`config.mk`:
```
export PLATFORM = sky130hd
export DESIGN_NAME = multicycle_sequencer
export DESIGN_NICKNAME = d
export VERILOG_FILES = /design/src/rtl/multicycle_sequencer.sv
export SDC_FILE = /design/constraint.sdc
export NUM_CORES = 1
export LEC_CHECK = 0
export ABC_AREA = 1
export CORE_MARGIN = 1.5
export CORE_UTILIZATION = 38
export DETAILED_ROUTE_END_ITERATION = 12
export GPL_TIMING_DRIVEN = 0
export HOLD_SLACK_MARGIN = 0.02
export PLACE_DENSITY_LB_ADDON = 0.15
export SYNTH_ARGS = -nofsm -noshare
export SYNTH_HDL_FRONTEND = slang
export SYNTH_SLANG_ARGS = --single-unit
```
`constraint.sdc`:
```
create_clock -name clk -period 1.68 [get_ports clk]
set_input_delay 0.336 -clock clk [delete_from_list [all_inputs] [get_ports clk]]
set_output_delay 0.336 -clock clk [all_outputs]
set_load 0.02 [all_outputs]
```
`src/rtl/multicycle_sequencer.sv`:
```
// Multi-cycle control sequencer: FETCH/DECODE/EXECUTE/MEMORY/WRITEBACK
// stepping with shared memory port, handshake timeout and retire counter.
module multicycle_sequencer #(
  parameter int unsigned TIMEOUT = 16,
  parameter int unsigned CNT_W   = 16
) (
  input  logic             clk,
  input  logic             rst_n,
  input  logic [5:0]       opcode,
  input  logic             zero,
  input  logic             mem_ready,
  output logic             mem_req,
  output logic             mem_we,
  output logic             mem_addr_sel,
  output logic             ir_write,
  output logic             pc_write,
  output logic [1:0]       pc_src,
  output logic [5:0]       alu_op,
  output logic             alu_src,
  output logic             reg_write,
  output logic             mem_to_reg,
  output logic [2:0]       state,
  output logic             halted,
  output logic             bus_error,
  output logic [CNT_W-1:0] instr_count
);

  // Wait counter only needs to hold 0..TIMEOUT-1; timeout fires on the last value.
  localparam int unsigned WAIT_W = (TIMEOUT > 1) ? $clog2(TIMEOUT) : 1;
  localparam logic [WAIT_W-1:0] WAIT_LAST = WAIT_W'(TIMEOUT - 1);

  localparam logic [5:0] OP_NOP   = 6'b000000;
  localparam logic [5:0] OP_LOAD  = 6'b010000;
  localparam logic [5:0] OP_STORE = 6'b010001;
  localparam logic [5:0] OP_JUMP  = 6'b010010;
  localparam logic [5:0] OP_HALT  = 6'b111111;

  typedef enum logic [2:0] {
    S_FETCH     = 3'd0,
    S_DECODE    = 3'd1,
    S_EXECUTE   = 3'd2,
    S_MEMORY    = 3'd3,
    S_WRITEBACK = 3'd4,
    S_HALTED    = 3'd5
  } state_t;

  state_t            r_state;
  state_t            w_state_nxt;
  logic [WAIT_W-1:0] r_wait;
  logic              r_halted;
  logic              r_bus_error;
  logic [CNT_W-1:0]  r_instr_count;

  logic w_is_alu, w_is_branch, w_is_load, w_is_store, w_is_jump, w_is_halt;
  logic w_retire, w_timeout;
  logic w_mem_req, w_mem_we, w_mem_addr_sel, w_ir_write, w_pc_write;
  logic w_alu_src, w_reg_write, w_mem_to_reg;
  logic [1:0] w_pc_src;
  logic [5:0] w_alu_op;

  // Opcode class decode; NOP and unlisted opcodes fall through to no class.
  always_comb begin
    w_is_alu    = 1'b0;
    w_is_branch = 1'b0;
    w_is_load   = 1'b0;
    w_is_store  = 1'b0;
    w_is_jump   = 1'b0;
    w_is_halt   = 1'b0;
    case (opcode)
      6'b000001, 6'b000111, 6'b000100, 6'b001010: w_is_alu    = 1'b1;
      6'b000011, 6'b000110, 6'b001001:            w_is_branch = 1'b1;
      OP_LOAD:                                    w_is_load   = 1'b1;
      OP_STORE:                                   w_is_store  = 1'b1;
      OP_JUMP:                                    w_is_jump   = 1'b1;
      OP_HALT:                                    w_is_halt   = 1'b1;
      OP_NOP:                                     ;
      default:                                    ;
    endcase
  end

  // Next-state and per-state control strobe decode.
  always_comb begin
    w_state_nxt    = r_state;
    w_mem_req      = 1'b0;
    w_mem_we       = 1'b0;
    w_mem_addr_sel = 1'b0;
    w_ir_write     = 1'b0;
    w_pc_write     = 1'b0;
    w_pc_src       = 2'b00;
    w_alu_op       = 6'd0;
    w_alu_src      = 1'b0;
    w_reg_write    = 1'b0;
    w_mem_to_reg   = 1'b0;
    w_retire       = 1'b0;
    w_timeout      = 1'b0;
    case (r_state)
      S_FETCH: begin
        w_mem_req = 1'b1;
        if (mem_ready) begin
          w_ir_write  = 1'b1;
          w_pc_write  = 1'b1;
          w_pc_src    = 2'b00;
          w_state_nxt = S_DECODE;
        end else if (r_wait == WAIT_LAST) begin
          w_timeout   = 1'b1;
          w_state_nxt = S_HALTED;
        end
      end
      S_DECODE: begin
        w_state_nxt = w_is_halt ? S_HALTED : S_EXECUTE;
      end
      S_EXECUTE: begin
        w_alu_op  = opcode;
        w_alu_src = w_is_alu | w_is_load | w_is_store;
        if (w_is_alu) begin
          w_state_nxt = S_WRITEBACK;
        end else if (w_is_load || w_is_store) begin
          w_state_nxt = S_MEMORY;
        end else begin
          w_retire    = 1'b1;
          w_state_nxt = S_FETCH;
          if (w_is_branch && zero) begin
            w_pc_write = 1'b1;
            w_pc_src   = 2'b01;
          end else if (w_is_jump) begin
            w_pc_write = 1'b1;
            w_pc_src   = 2'b10;
          end
        end
      end
      S_MEMORY: begin
        w_mem_req      = 1'b1;
        w_mem_addr_sel = 1'b1;
        w_mem_we       = w_is_store;
        if (mem_ready) begin
          if (w_is_load) begin
            w_state_nxt = S_WRITEBACK;
          end else begin
            w_retire    = 1'b1;
            w_state_nxt = S_FETCH;
          end
        end else if (r_wait == WAIT_LAST) begin
          w_timeout   = 1'b1;
          w_state_nxt = S_HALTED;
        end
      end
      S_WRITEBACK: begin
        w_reg_write  = 1'b1;
        w_mem_to_reg = w_is_load;
        w_retire     = 1'b1;
        w_state_nxt  = S_FETCH;
      end
      S_HALTED: w_state_nxt = S_HALTED;
      default:  w_state_nxt = S_FETCH;
    endcase
  end

  // State register.
  always_ff @(posedge clk or negedge rst_n) begin
    if (!rst_n) r_state <= S_FETCH;
    else        r_state <= w_state_nxt;
  end

  // Memory wait counter: counts stalled cycles, zero whenever not stalling.
  always_ff @(posedge clk or negedge rst_n) begin
    if (!rst_n) begin
      r_wait <= '0;
    end else if ((r_state == S_FETCH || r_state == S_MEMORY) && !mem_ready && !w_timeout) begin
      r_wait <= r_wait + WAIT_W'(1);
    end else begin
      r_wait <= '0;
    end
  end

  // Status flags and retired-instruction counter.
  always_ff @(posedge clk or negedge rst_n) begin
    if (!rst_n) begin
      r_halted      <= 1'b0;
      r_bus_error   <= 1'b0;
      r_instr_count <= '0;
    end else begin
      r_halted    <= (w_state_nxt == S_HALTED);
      r_bus_error <= r_bus_error | w_timeout;
      if (w_retire) r_instr_count <= r_instr_count + CNT_W'(1);
    end
  end

  // Strobes are forced low while reset is asserted.
  assign mem_req      = rst_n & w_mem_req;
  assign mem_we       = rst_n & w_mem_we;
  assign mem_addr_sel = rst_n & w_mem_addr_sel;
  assign ir_write     = rst_n & w_ir_write;
  assign pc_write     = rst_n & w_pc_write;
  assign pc_src       = rst_n ? w_pc_src : 2'b00;
  assign alu_op       = rst_n ? w_alu_op : 6'd0;
  assign alu_src      = rst_n & w_alu_src;
  assign reg_write    = rst_n & w_reg_write;
  assign mem_to_reg   = rst_n & w_mem_to_reg;

  assign state       = 3'(r_state);
  assign halted      = r_halted;
  assign bus_error   = r_bus_error;
  assign instr_count = r_instr_count;

endmodule

```
Yosys cells after proc, flatten, opt, wreduce, memory -nomap -nowiden --
Cells that the tools add are included. Widths: inputs -> output; s select.
Word-level totals: bits in registers 25, latch bits 0, memory bits (writable) 0, bits in read-only memories 0, input bits 10, output and inout port bits 37, memories 0
Operators by class: $add $sub $neg 2, multipliers 0, div/mod/pow operators 0, order comparisons 0, equal/unequal tests 18, shift-type cells 0, multiplexer cells 44, bitwise gates (word level) 11, reductions and logical operators 11
Operators with widths (number):
- $mux 1 | 25
- $eq 6x3->1 const B | 3
- $eq 6x5->1 const B | 3
- $mux 3 | 6
- $add 16x1->16 const B | 1
- $pmux 3 s5 | 1
- $mux 2 | 7
- $eq 6x4->1 const B | 2
- $mux 6 | 2
- $eq 3x3->1 const B | 3
- $and 1x1->1 | 8
- $eq 3x2->1 const B | 2
- $eq 6x1->1 const B | 1
- $eq 6x2->1 const B | 1
- $eq 6x6->1 const B | 1
- $add 4x1->4 const B | 1
- $eq 4x4->1 const B | 1
- $mux 4 | 1
- $reduce_or 4->1 | 1
- $eq 3x1->1 const B | 1
- $logic_and 1x1->1 | 3
- $logic_not 3->1 | 1
- $or 1x1->1 | 3
- $pmux 1 s3 | 1
- other kinds (5) | 7

Depth between registers and ports, before layout --
Gate-level depths: netlist (run 1).
word-level depth 9, gate-level depth with buffers 10, gate-level depth less buffers 9

Least setup slack after synthesis (run 1) --
Ideal clock, no wire load.
path kind reg-to-output, start register r_state[1], in the netlist state[1], end output pc_src[0], arrival time 1.490 ns, data required time 1.344 ns, path slack -0.146 ns, stages on the path, launching flop included 6, buffers on the path 1, path through dfrtp_1 > inv_1 > nor3_2 > nand3_4 > buf_4 > nor3_2
On the way: longest elaborated chain between the ends 3
RTL lines:
- start, declared | line 47 | state_t r_state;
- start signal, assigned | line 161 | else r_state <= w_state_nxt;
- $eq 3x2->1 | line 96 | case (r_state)
- $mux 2
- $mux 2 | line 194 | assign pc_src = rst_n ? w_pc_src : 2'b00;
- end, declared | line 17 | output logic [1:0] pc_src,
Every way passes these cells.

Worst setup path in the final report (run 1) --
Ends and elaborated chain as after synthesis.

==> results of run 1 <==
==> stage by stage <==
| step | cell area [sq um] | utilization [%] | std cells |
|---|---|---|---|
| global placement | 2250 | 51.9 | 344 |
| CTS | 2500 | 57.8 | 369 |
| floorplan | 1720 | - | 246 |
| global route | 2660 | 61.5 | 376 |
| finish | 2660 | 61.5 | 376 |
| detailed placement | 2250 | 51.9 | 344 |
==> layout make-up <==
cell class	instances	area (sq um)
Sequential cell	25	629
Clock buffer	3	41.3
Tap cell	52	65.1
Multi-Input combinational cell	190	1080
Clock inverter	1	7.51
Timing Repair Buffer	74	674
Fill cell	396	1670
Buffer	3	37.5
Inverter	28	121
==> placed cells by master (no fill, tap or decap), types with 6 or more instances in the layout <==
master	synthesis	routed
nor2_1	41	35
dlymetal6s2s_1	0	6
nand2_2	1	6
xnor2_1	9	9
buf_4	1	34
dfrtp_1	25	22
inv_2	1	6
nand3_1	36	34
nand2_1	70	65
dlygate4sd2_1	0	12
inv_1	27	20
==> logic make-up after synthesis <==
family | Yosys count | synth area share, %
buf+inv | 31 | 7.84
simple gates | 163 | 43.0
xor+xnor | 14 | 7.25
fa+ha+maj | 2 | 1.48
compound gates | 11 | 3.48
flops | 25 | 37.0
==> flip-flops by register name, indices dropped and copies added, names as in the netlist <==
name,count
instr_count,16
halted,1
r_wait,4
state,3
bus_error,1
==> power by group <==
| part | total (uW) | leakage, uW | switching (uW) | internal (uW) |
|---|---|---|---|---|
| clock network | 366 | 0.0000217 | 199 | 168 |
| logic | 1560 | 0.00107 | 847 | 718 |
| registers | 836 | 0.000336 | 132 | 703 |
==> layer usage <==
layer	share of wire, %	global-route usage (%)	vias to the layer above
met4	0.54	3.21	0
li1	-	-	936
met3	3.2	3.63	2
met5	0	0	-
met1	47	27.8	867
met2	49	32.1	30
==> timing repair <==
item | 4_1_cts | 5_1_grt
hold buffers | 2 | 0
endpoints found under the setup margin | 36 | 32
endpoints found under the hold margin | 25 | 0
setup buffers | 19 | 7
resized for setup | 146 | 30
pin swaps | 11 | 6
==> worst max-delay path, delay by kind of cell, from the launching register on <==
family        cells  cell delay, ps
buf+inv           3             330
simple gates      3             510
flops             1             400
==> how the worst min path moves through the flow <==
stage,endpoint,depth (start not counted)
2_1_floorplan,bus_error$_DFF_PN0_,0
3_3_place_gp,bus_error$_DFF_PN0_,1
3_5_place_dp,bus_error$_DFF_PN0_,1
4_1_cts,r_wait[0]$_DFF_PN0_,1
5_1_grt,r_wait[0]$_DFF_PN0_,1
6_report,r_wait[0]$_DFF_PN0_,1
==> impl_results.md, run 1 <==
* Status: finished, violations left
* Violated checks: setup timing
* Critical path peak fanout at 4
* Post-synthesis sequential area ratio at 37.0%
* Die Y-Extent at 69.7 microns
* Synth unique cells at 26
* Final hold viol count at 0
* First-pass GRT wire length at 7830 microns
* Slew Limit Headroom at 81.1%
* H-tree depth at 1
* Pre-CTS WS at -1880 ps
* Pwr/cell area at 1040 nW/um^2
* Synthesis-to-finish area growth at 57.1%
* Vias in the first global route at 1680
* Asr flop ratio synth at 100%
* Mapped Area at 1690 sq um
* Slowest stage cell on the critical path: dfrtp_2
* Full die area at 4860 sq um
* Die Span X at 69.7 microns
* Gp weighted congestion at 0.890
* Total CTS buffers at 3
* Post-DRT Antenna Nets at 0
* Worst-Margin Slew at 283 ps
* DR WL/cell at 12.3 microns
* RSZ-0062 raised after global routing: true
* Critical Path Source: state[1]$_DFF_PN0_
* Crit path capture: pc_src[0]
* Hold Crit Class: flip-flop to flip-flop
* IO Port Bufs at 46
* Most common cell in the synthesized netlist: nand2_1
* Final #Nets at 337
* VDD IR max at 0.665 mV
* Fin crit period at 1860 ps
* Clock Tree Buf Depth at 2
* Vias per inst at 4.88
* Crit path cell chain: inv_2 > nor3_4 > nand3_4 > buf_8 > nor3_4 > buf_6
* Initial antenna violation count at 0
* Syn_nets at 258
* CP max stage delay at 400 ps
* Yosys warns at 0
* Worst-path clk slew at 90 ps
* 1st-iter DRT viols at 109
* Area of the core at 4320 sq um
* Hold WS at 464 ps
* Finish-stage setup viols at 14
* Flops & latches, synth at 25
* Final period util at 110%
* Fin worst setup slack at -176 ps
* Slew Viols, Final at 0
* Num rows at 24
* Power Total at 2770 uW
* # diodes at 0
* Worst Path Required at 1340 ps
* Pin count of the biggest net entering global routing at 26
* Mapped Cells at 246
* Post-synth EDFFs at 0
* Starting Density at 39.1%
* Max-cap violations at 0
* Ys flop type: dfrtp_1
* Synth top area share at 37.0%
* Clock skew at 3.94 ps
* Worst EP arrival at 1520 ps
* Fmax at 539 MHz
* Area leader, netlist: dfrtp_1
* Critical path class: flip-flop to output port
* Layout cell share with drive strength beyond 1 at 30.2%
* Crit end category: output port
* GR Overflow Total at 0
* Worst R2R End: instr_count[4]$_DFFE_PN0P_
* Pre-antenna DRT Iters at 4
* Min-delay src: r_wait[0]$_DFF_PN0_
* I/O pin cnt at 47
* Clock Sinks at 25
* Total track usage at 19.6%
* Register-to-register setup slack at 110 ps
* Reg2reg path depth at 9
* Crit path top cell by count: nor3_4
* CTS root buffer: clkbuf_8
* Top post-synthesis cells by count: nand2_1 (70), nor2_1 (41), nand3_1 (36), inv_1 (27), dfrtp_1 (25)
* Post-Syn Area per Cell at 6.88 sq um
* # DRC at 0
* Final wirelength at 4640 microns
* CTS tree: done
* Final setup TNS at -1870 ps
* Post-DP HPWL at 3170 microns
* Critical Path Start Type: flip-flop
* RR Startpoint: state[1]$_DFF_PN0_
* Area contributors post-synth: dfrtp_1 (37%), nand2_1 (16%), nand3_1 (11%)
* Clk_lat worst skew at 270 ps
* Via count at 1835
* Leakage at 0.00143 uW
(Power assumes the default switching activity.)
==> run 2, diff against run 1 <==
--- a/config.mk
+++ b/config.mk
@@ -7,7 +7,7 @@
 export LEC_CHECK = 0
 export ABC_AREA = 1
 export CORE_MARGIN = 1.5
-export CORE_UTILIZATION = 38
+export CORE_UTILIZATION = 48
 export DETAILED_ROUTE_END_ITERATION = 12
 export GPL_TIMING_DRIVEN = 0
 export HOLD_SLACK_MARGIN = 0.02
==> impl_results.md, run 2 (synthesis gave the netlist of run 1 again) <==
* Status: finished, violations left
* Violated checks: setup timing
* Pre-antenna DRT Iters at 4 (unchanged)
* Comb pwr share at 54.8% (-1.8 points)
* Clock Sinks at 25 (unchanged)
* Post-DRT Antenna Nets at 0 (unchanged)
* Hold Crit Depth at 1 (unchanged)
* Leakage at 0.00126 uW (-12%)
* Pwr/cell area at 995 nW/um^2 (-4.4%)
* Full die area at 3890 sq um (-20%)
* Worst Path Required at 1340 ps (about the same)
* Final period util at 113% (+3.0 points)
* Total track usage at 24.1% (+4.5 points)
* Footprint of the multi-input gates at 1070 sq um (-0.69%)
* Critical path peak fanout at 7 (+3)
* P_int at 1330 uW (-17%)
* GR Overflow Total at 0 (unchanged)
* Pre-CTS WS at -1800 ps (+85.1 ps)
* DR WL/cell at 12.6 microns (+1.9%)
* Final Util at 72.6% (+11 points)
* Clk_lat worst skew at 320 ps (+50 ps)
* Pin count of the biggest net entering global routing at 26 (unchanged)
* Clock Tree Buf Depth at 2 (unchanged)
* Final #Nets at 322 (-4.5%)
* Most frequent cells in the layout: nand2_1 (65), nand3_1 (34), nor2_1 (32)
* Die Y-Extent at 62.4 microns (-11%)
* Fill cell count at 300 (-24%)
* Area of the core at 3360 sq um (-22%)
* VDD IR max at 0.773 mV (+16%)
* Seq pwr share at 34.2% (+4.0 points)
* # diodes at 0 (unchanged)
* Finish-stage setup viols at 14 (unchanged)
* H-tree depth at 1 (unchanged)
* Top Usage Layer GRT: met2
* First-pass GRT wire length at 7680 microns (-1.9%)
* Slew Viols, Final at 0 (unchanged)
* Post-placement cell count at 338 (-1.7%)
* Die Span X at 62.4 microns (-11%)
* Fin crit period at 1910 ps (+50.6 ps)
* Net Sw Frac at 45.4% (+2.9 points)
* Total CTS buffers at 3 (unchanged)
* Vias per inst at 5.11 (+4.8%)
* Fmax at 525 MHz (-2.7%)
* Reg2reg path depth at 7 (-2)
* Synthesis-to-finish area growth at 44.4%
* Fin worst setup slack at -227 ps (-50.6 ps)
* CTS root buffer: clkbuf_4
* Final wirelength at 4470 microns (-3.7%)
* Clock group share of total power at 11.0% (-2.2 points)
* Crit end category: output port
* Worst-path clk slew at 120 ps (+30 ps)
* Starting Density at 50.3% (+11 points)
* Worst-Margin Slew at 236 ps (-46.5 ps)
* I/O pin cnt at 47 (unchanged)
* Via count at 1815 (-1.1%)
* Final hold viol count at 0 (unchanged)
* Final setup TNS at -2360 ps (-497 ps)
* GRT met3 Usage at 2.90% (-0.74 points)
* Finished Layout Cells at 355 (-5.6%)
* 1st-iter DRT viols at 131 (+20%)
* Max-cap violations at 0 (unchanged)
* Gp weighted congestion at 0.873 (-2.0%)
* Met2 usage at 40.1% (+8.0 points)
* Post-DP HPWL at 3050 microns (-3.8%)
* Initial antenna violation count at 0 (unchanged)
* Clock skew at 18.2 ps (+14.3 ps)
* Layout cell share with drive strength beyond 1 at 27.2% (-3.1 points)
* FF+latch area at 629 sq um (unchanged)
* CTS tree: done
* Critical Path Start Type: flip-flop
* Hold Crit Class: flip-flop to flip-flop
* IO Port Bufs at 46 (unchanged)
* P_sw at 1100 uW (-6.2%)
* Power Total at 2430 uW (-12%)
* Vias in the first global route at 1658 (-1.3%)
* Critical path class: flip-flop to output port
* Num rows at 21 (-13%)
* Most common cell after layout, fill and taps aside: nand2_1
* Slew Limit Headroom at 84.1% (+3.0 points)
* Worst EP arrival at 1570 ps (+50 ps)
* RSZ-0062 raised after global routing: true
* Number of flip-flops in the largest register at 16 (unchanged)
* # DRC at 0 (unchanged)
* GR Util met1 at 33.9% (+6.1 points)
## run 2: changes by cell type in the layout (fill, tap and decap cells not counted), moves of 3 or more
cell	delta
buf_6	+7
buf_4	-18
clkbuf_8	-3
dlymetal6s2s_1	-6
dlygate4sd2_1	+7
nor2_1	-3
clkbuf_2	+5
## run 2: repair_timing
action,in CTS,in global routing
hold buffers,2,0
resized for setup,136,39
hold endpoints to repair,25,0
buffers inserted,7,5
endpoints found under the setup margin,44,21
pin swaps,4,6
## run 2: critical path: stages (launching register included)
cell,delay [ps]
dfrtp_2,480
nor3_4,270
buf_6,160
nand2_8,90
a21oi_4,130
buf_6,130
## run 2: area by class of cell
cell class / instances / share of cell area (%)
Tap cell: 46 / 2.36
Inverter: 28 / 4.46
Timing Repair Buffer: 60 / 21.6
Multi-Input combinational cell: 190 / 44.0
Sequential cell: 25 / 25.8
Clock buffer: 4 / 1.08
Buffer: 2 / 0.820
## run 2: worst paths after layout
path | from | endpoint | slack [ps]
max in group asynchronous | rst_n | state[1]$_DFF_PN0_ | 930
setup / recovery | state[0]$_DFF_PN0_ | alu_src | -230
hold reg to reg | r_wait[0]$_DFF_PN0_ | r_wait[0]$_DFF_PN0_ | 470
hold / removal | r_wait[0]$_DFF_PN0_ | r_wait[0]$_DFF_PN0_ | 470
setup reg to reg | state[2]$_DFF_PN0_ | instr_count[6]$_DFFE_PN0P_ | 110
min in group asynchronous | rst_n | instr_count[9]$_DFFE_PN0P_ | 560
## run 2: per-layer routing
layer / up-vias / wire length [microns]
li1: 914 / -
met1: 844 / 2110
met2: 48 / 2140
met3: 9 / 149
met4: 0 / 67
met5: - / 0
## run 2: per-stage QoR
step / hold WS (ps) / area (sq um)
5_1_grt: 484 / 2440
2_1_floorplan: 40.4 / 1720
4_1_cts: 473 / 2360
3_3_place_gp: 445 / 2240
3_5_place_dp: 449 / 2240
6_report: 472 / 2440
## run 2: power groups by stage
stage / registers [uW] / clock network (uW) / logic, uW
final: 832 / 266 / 1330
after global routing: 849 / 290 / 1470
after CTS: 832 / 273 / 1200
after detailed placement: 838 / 0 / 1130
after global placement: 836 / 0 / 1110
after floorplan: 912 / 0 / 634
==> run 3, diff against run 2 <==
==> constraint.sdc (replaced) <==
create_clock -name clk -period 2.1 [get_ports clk]
set_input_delay 0.42 -clock clk [delete_from_list [all_inputs] [get_ports clk]]
set_output_delay 0.42 -clock clk [all_outputs]
set_load 0.02 [all_outputs]
==> impl_results.md, run 3 (synthesis gave the netlist of run 1 again) <==
* Status: complete, no violations
* Slowest stage cell on the critical path: clkdlybuf4s15_1
* Critical path peak fanout at 5 (-2)
* Layout cell share with drive strength beyond 1 at 16.4% (-11 points)
* Area of the core at 3360 sq um (unchanged)
* Hold Crit Class: flip-flop to flip-flop
* Finish-stage setup viols at 0 (-14)
* Hold Crit Depth at 1 (unchanged)
* Pwr/cell area at 787 nW/um^2 (-21%)
* Total track usage at 22.3% (-1.8 points)
* Finished Layout Cells at 350 (-1.4%)
* Reg2reg path depth at 7 (unchanged)
* # DRC at 0 (unchanged)
* Post-DP HPWL at 3070 microns (+0.62%)
* Initial antenna violation count at 0 (unchanged)
* Crit end category: output port
* Pre-antenna DRT Iters at 4 (unchanged)
* Fmax at 492 MHz
* Clock Tree Buf Depth at 2 (unchanged)
* Vias in the first global route at 1608 (-3.0%)
* Fill cell count at 320 (+6.7%)
* Post-DRT Antenna Nets at 0 (unchanged)
* First-pass GRT wire length at 7050 microns (-8.2%)
* Final wirelength at 4070 microns (-8.9%)
* IO Port Bufs at 46 (unchanged)
* Hold Path End: bus_error$_DFF_PN0_
* CP max stage delay at 260 ps (-220 ps)
* CTS tree: done
* Number of flip-flops in the largest register at 16 (unchanged)
* Post-placement cell count at 338 (unchanged)
* Power Total at 1820 uW (-25%)
* Critical path class: input port to output port
* RR Startpoint: state[2]$_DFF_PN0_
* Clk_lat worst skew at 320 ps (about the same)
* H-tree depth at 1 (unchanged)
* Slew Limit Headroom at 79.4% (-4.6 points)
* Worst Path Required at 1680 ps (+340 ps)
* Die Span X at 62.4 microns (unchanged)
* Final setup TNS at 0 ps (+2360 ps)
* Min-delay src: bus_error$_DFF_PN0_
* I/O pin cnt at 47 (unchanged)
* Gp weighted congestion at 0.824 (-5.6%)
* CTS root buffer: clkbuf_4
* Final Util at 68.8% (-3.8 points)
* Synthesis-to-finish area growth at 36.8%
* Worst R2R End: instr_count[0]$_DFFE_PN0P_
* Slew Viols, Final at 0 (unchanged)
* GR Overflow Total at 0 (unchanged)
* Dpl cell area at 2210 sq um (-1.3%)
* Full die area at 3890 sq um (unchanged)
* Fin crit period at 2030 ps
* Worst-Margin Slew at 308 ps (+71.8 ps)
* Worst EP arrival at 1610 ps (+40 ps)
* Starting Density at 50.3% (unchanged)
* Clock Sinks at 25 (unchanged)
* Most common cell after layout, fill and taps aside: nand2_1
* Vias per inst at 5.00 (-2.3%)
* Worst-path clk slew at 120 ps (about the same)
* Max-cap violations at 0 (unchanged)
* VDD IR max at 0.631 mV (-18%)
* 1st-iter DRT viols at 111 (-15%)
* Die Y-Extent at 62.4 microns (unchanged)
* Final #Nets at 317 (-1.6%)
* Design area at 2310 sq um (-5.2%)
* Critical Path Start Type: input port
* Num rows at 21 (unchanged)
* Leakage at 0.00116 uW (-7.9%)
* DR WL/cell at 11.6 microns (-7.6%)
* Clock skew at 16.5 ps (-1.70 ps)
* Pin count of the biggest net entering global routing at 26 (unchanged)
* Via count at 1749 (-3.6%)
* Register-to-register setup slack at 520 ps (+410 ps)
* # diodes at 0 (unchanged)
* Total CTS buffers at 3 (unchanged)
* Most frequent cells in the layout: nand2_1 (67), nor2_1 (36), nand3_1 (35)
* Final hold viol count at 0 (unchanged)
* Final period util at 96.8%
* Crit path cell chain: clkdlybuf4s15_1 > nand2_1 > inv_1 > nand3_1 > nand2_2 > nor2_4 > nand3_4 > nor3_2 > buf_2
==> run 3: cell type report <==
class,instances,area [sq um],share of cell area (%)
timing repair buffer,55,493,21.3
clock buffer,4,26.3,1.14
inverter,28,105,4.54
sequential,25,628,27.1
multi-input combinational,190,985,42.5
tap,46,57.6,2.49
buffer,2,20.0,0.865
==> run 3: repair_timing <==
| item | 4_1_cts | 5_1_grt |
|---|---|---|
| hold endpoints to repair | 25 | 0 |
| setup buffers | 6 | 1 |
| setup endpoints to repair | 16 | 11 |
| gates resized for setup | 57 | 21 |
| hold buffers | 2 | 0 |
| pin swaps | 3 | 2 |
==> run 3: metal layers <==
metal  vias to the layer above  global-route usage (%)  share of wire (%)
met3                         4                    3.08                4.9
met4                         0                    6.67                1.0
met2                        52                    37.8                 47
met1                       801                    29.9                 47
met5                         -                       0                  0
li1                        892                       -                  -
==> run 3: worst max-delay path by stage <==
stage / cells past startpoint / start / slack, ps / endpoint
2_1_floorplan: 5 / opcode[3] / 180 / mem_to_reg
3_3_place_gp: 5 / rst_n / -1460 / mem_we
3_5_place_dp: 4 / rst_n / -1480 / mem_to_reg
4_1_cts: 7 / state[1]$_DFF_PN0_ / 6 / mem_req
5_1_grt: 10 / opcode[0] / -6 / pc_write
6_report: 9 / opcode[0] / 70 / pc_src[1]
==> run 3: power by group <==
group	internal [uW]	leakage [uW]	switching, uW	total [uW]
clock network	74.2	0.0000150	137	211
logic	388	0.000810	564	952
registers	561	0.000338	96.0	657
==> run 3: per-stage QoR <==
stage	setup slack, ps	hold WS, ps
2_1_floorplan	177	124
3_3_place_gp	-1460	444
3_5_place_dp	-1480	448
4_1_cts	5.56	475
5_1_grt	-5.87	484
6_report	66.7	471
==> run 3: critical path, delay by kind of cell <==
family,cells,cell delay (ps)
and+or+nand+nor,6,670
buffers and inverters,3,510
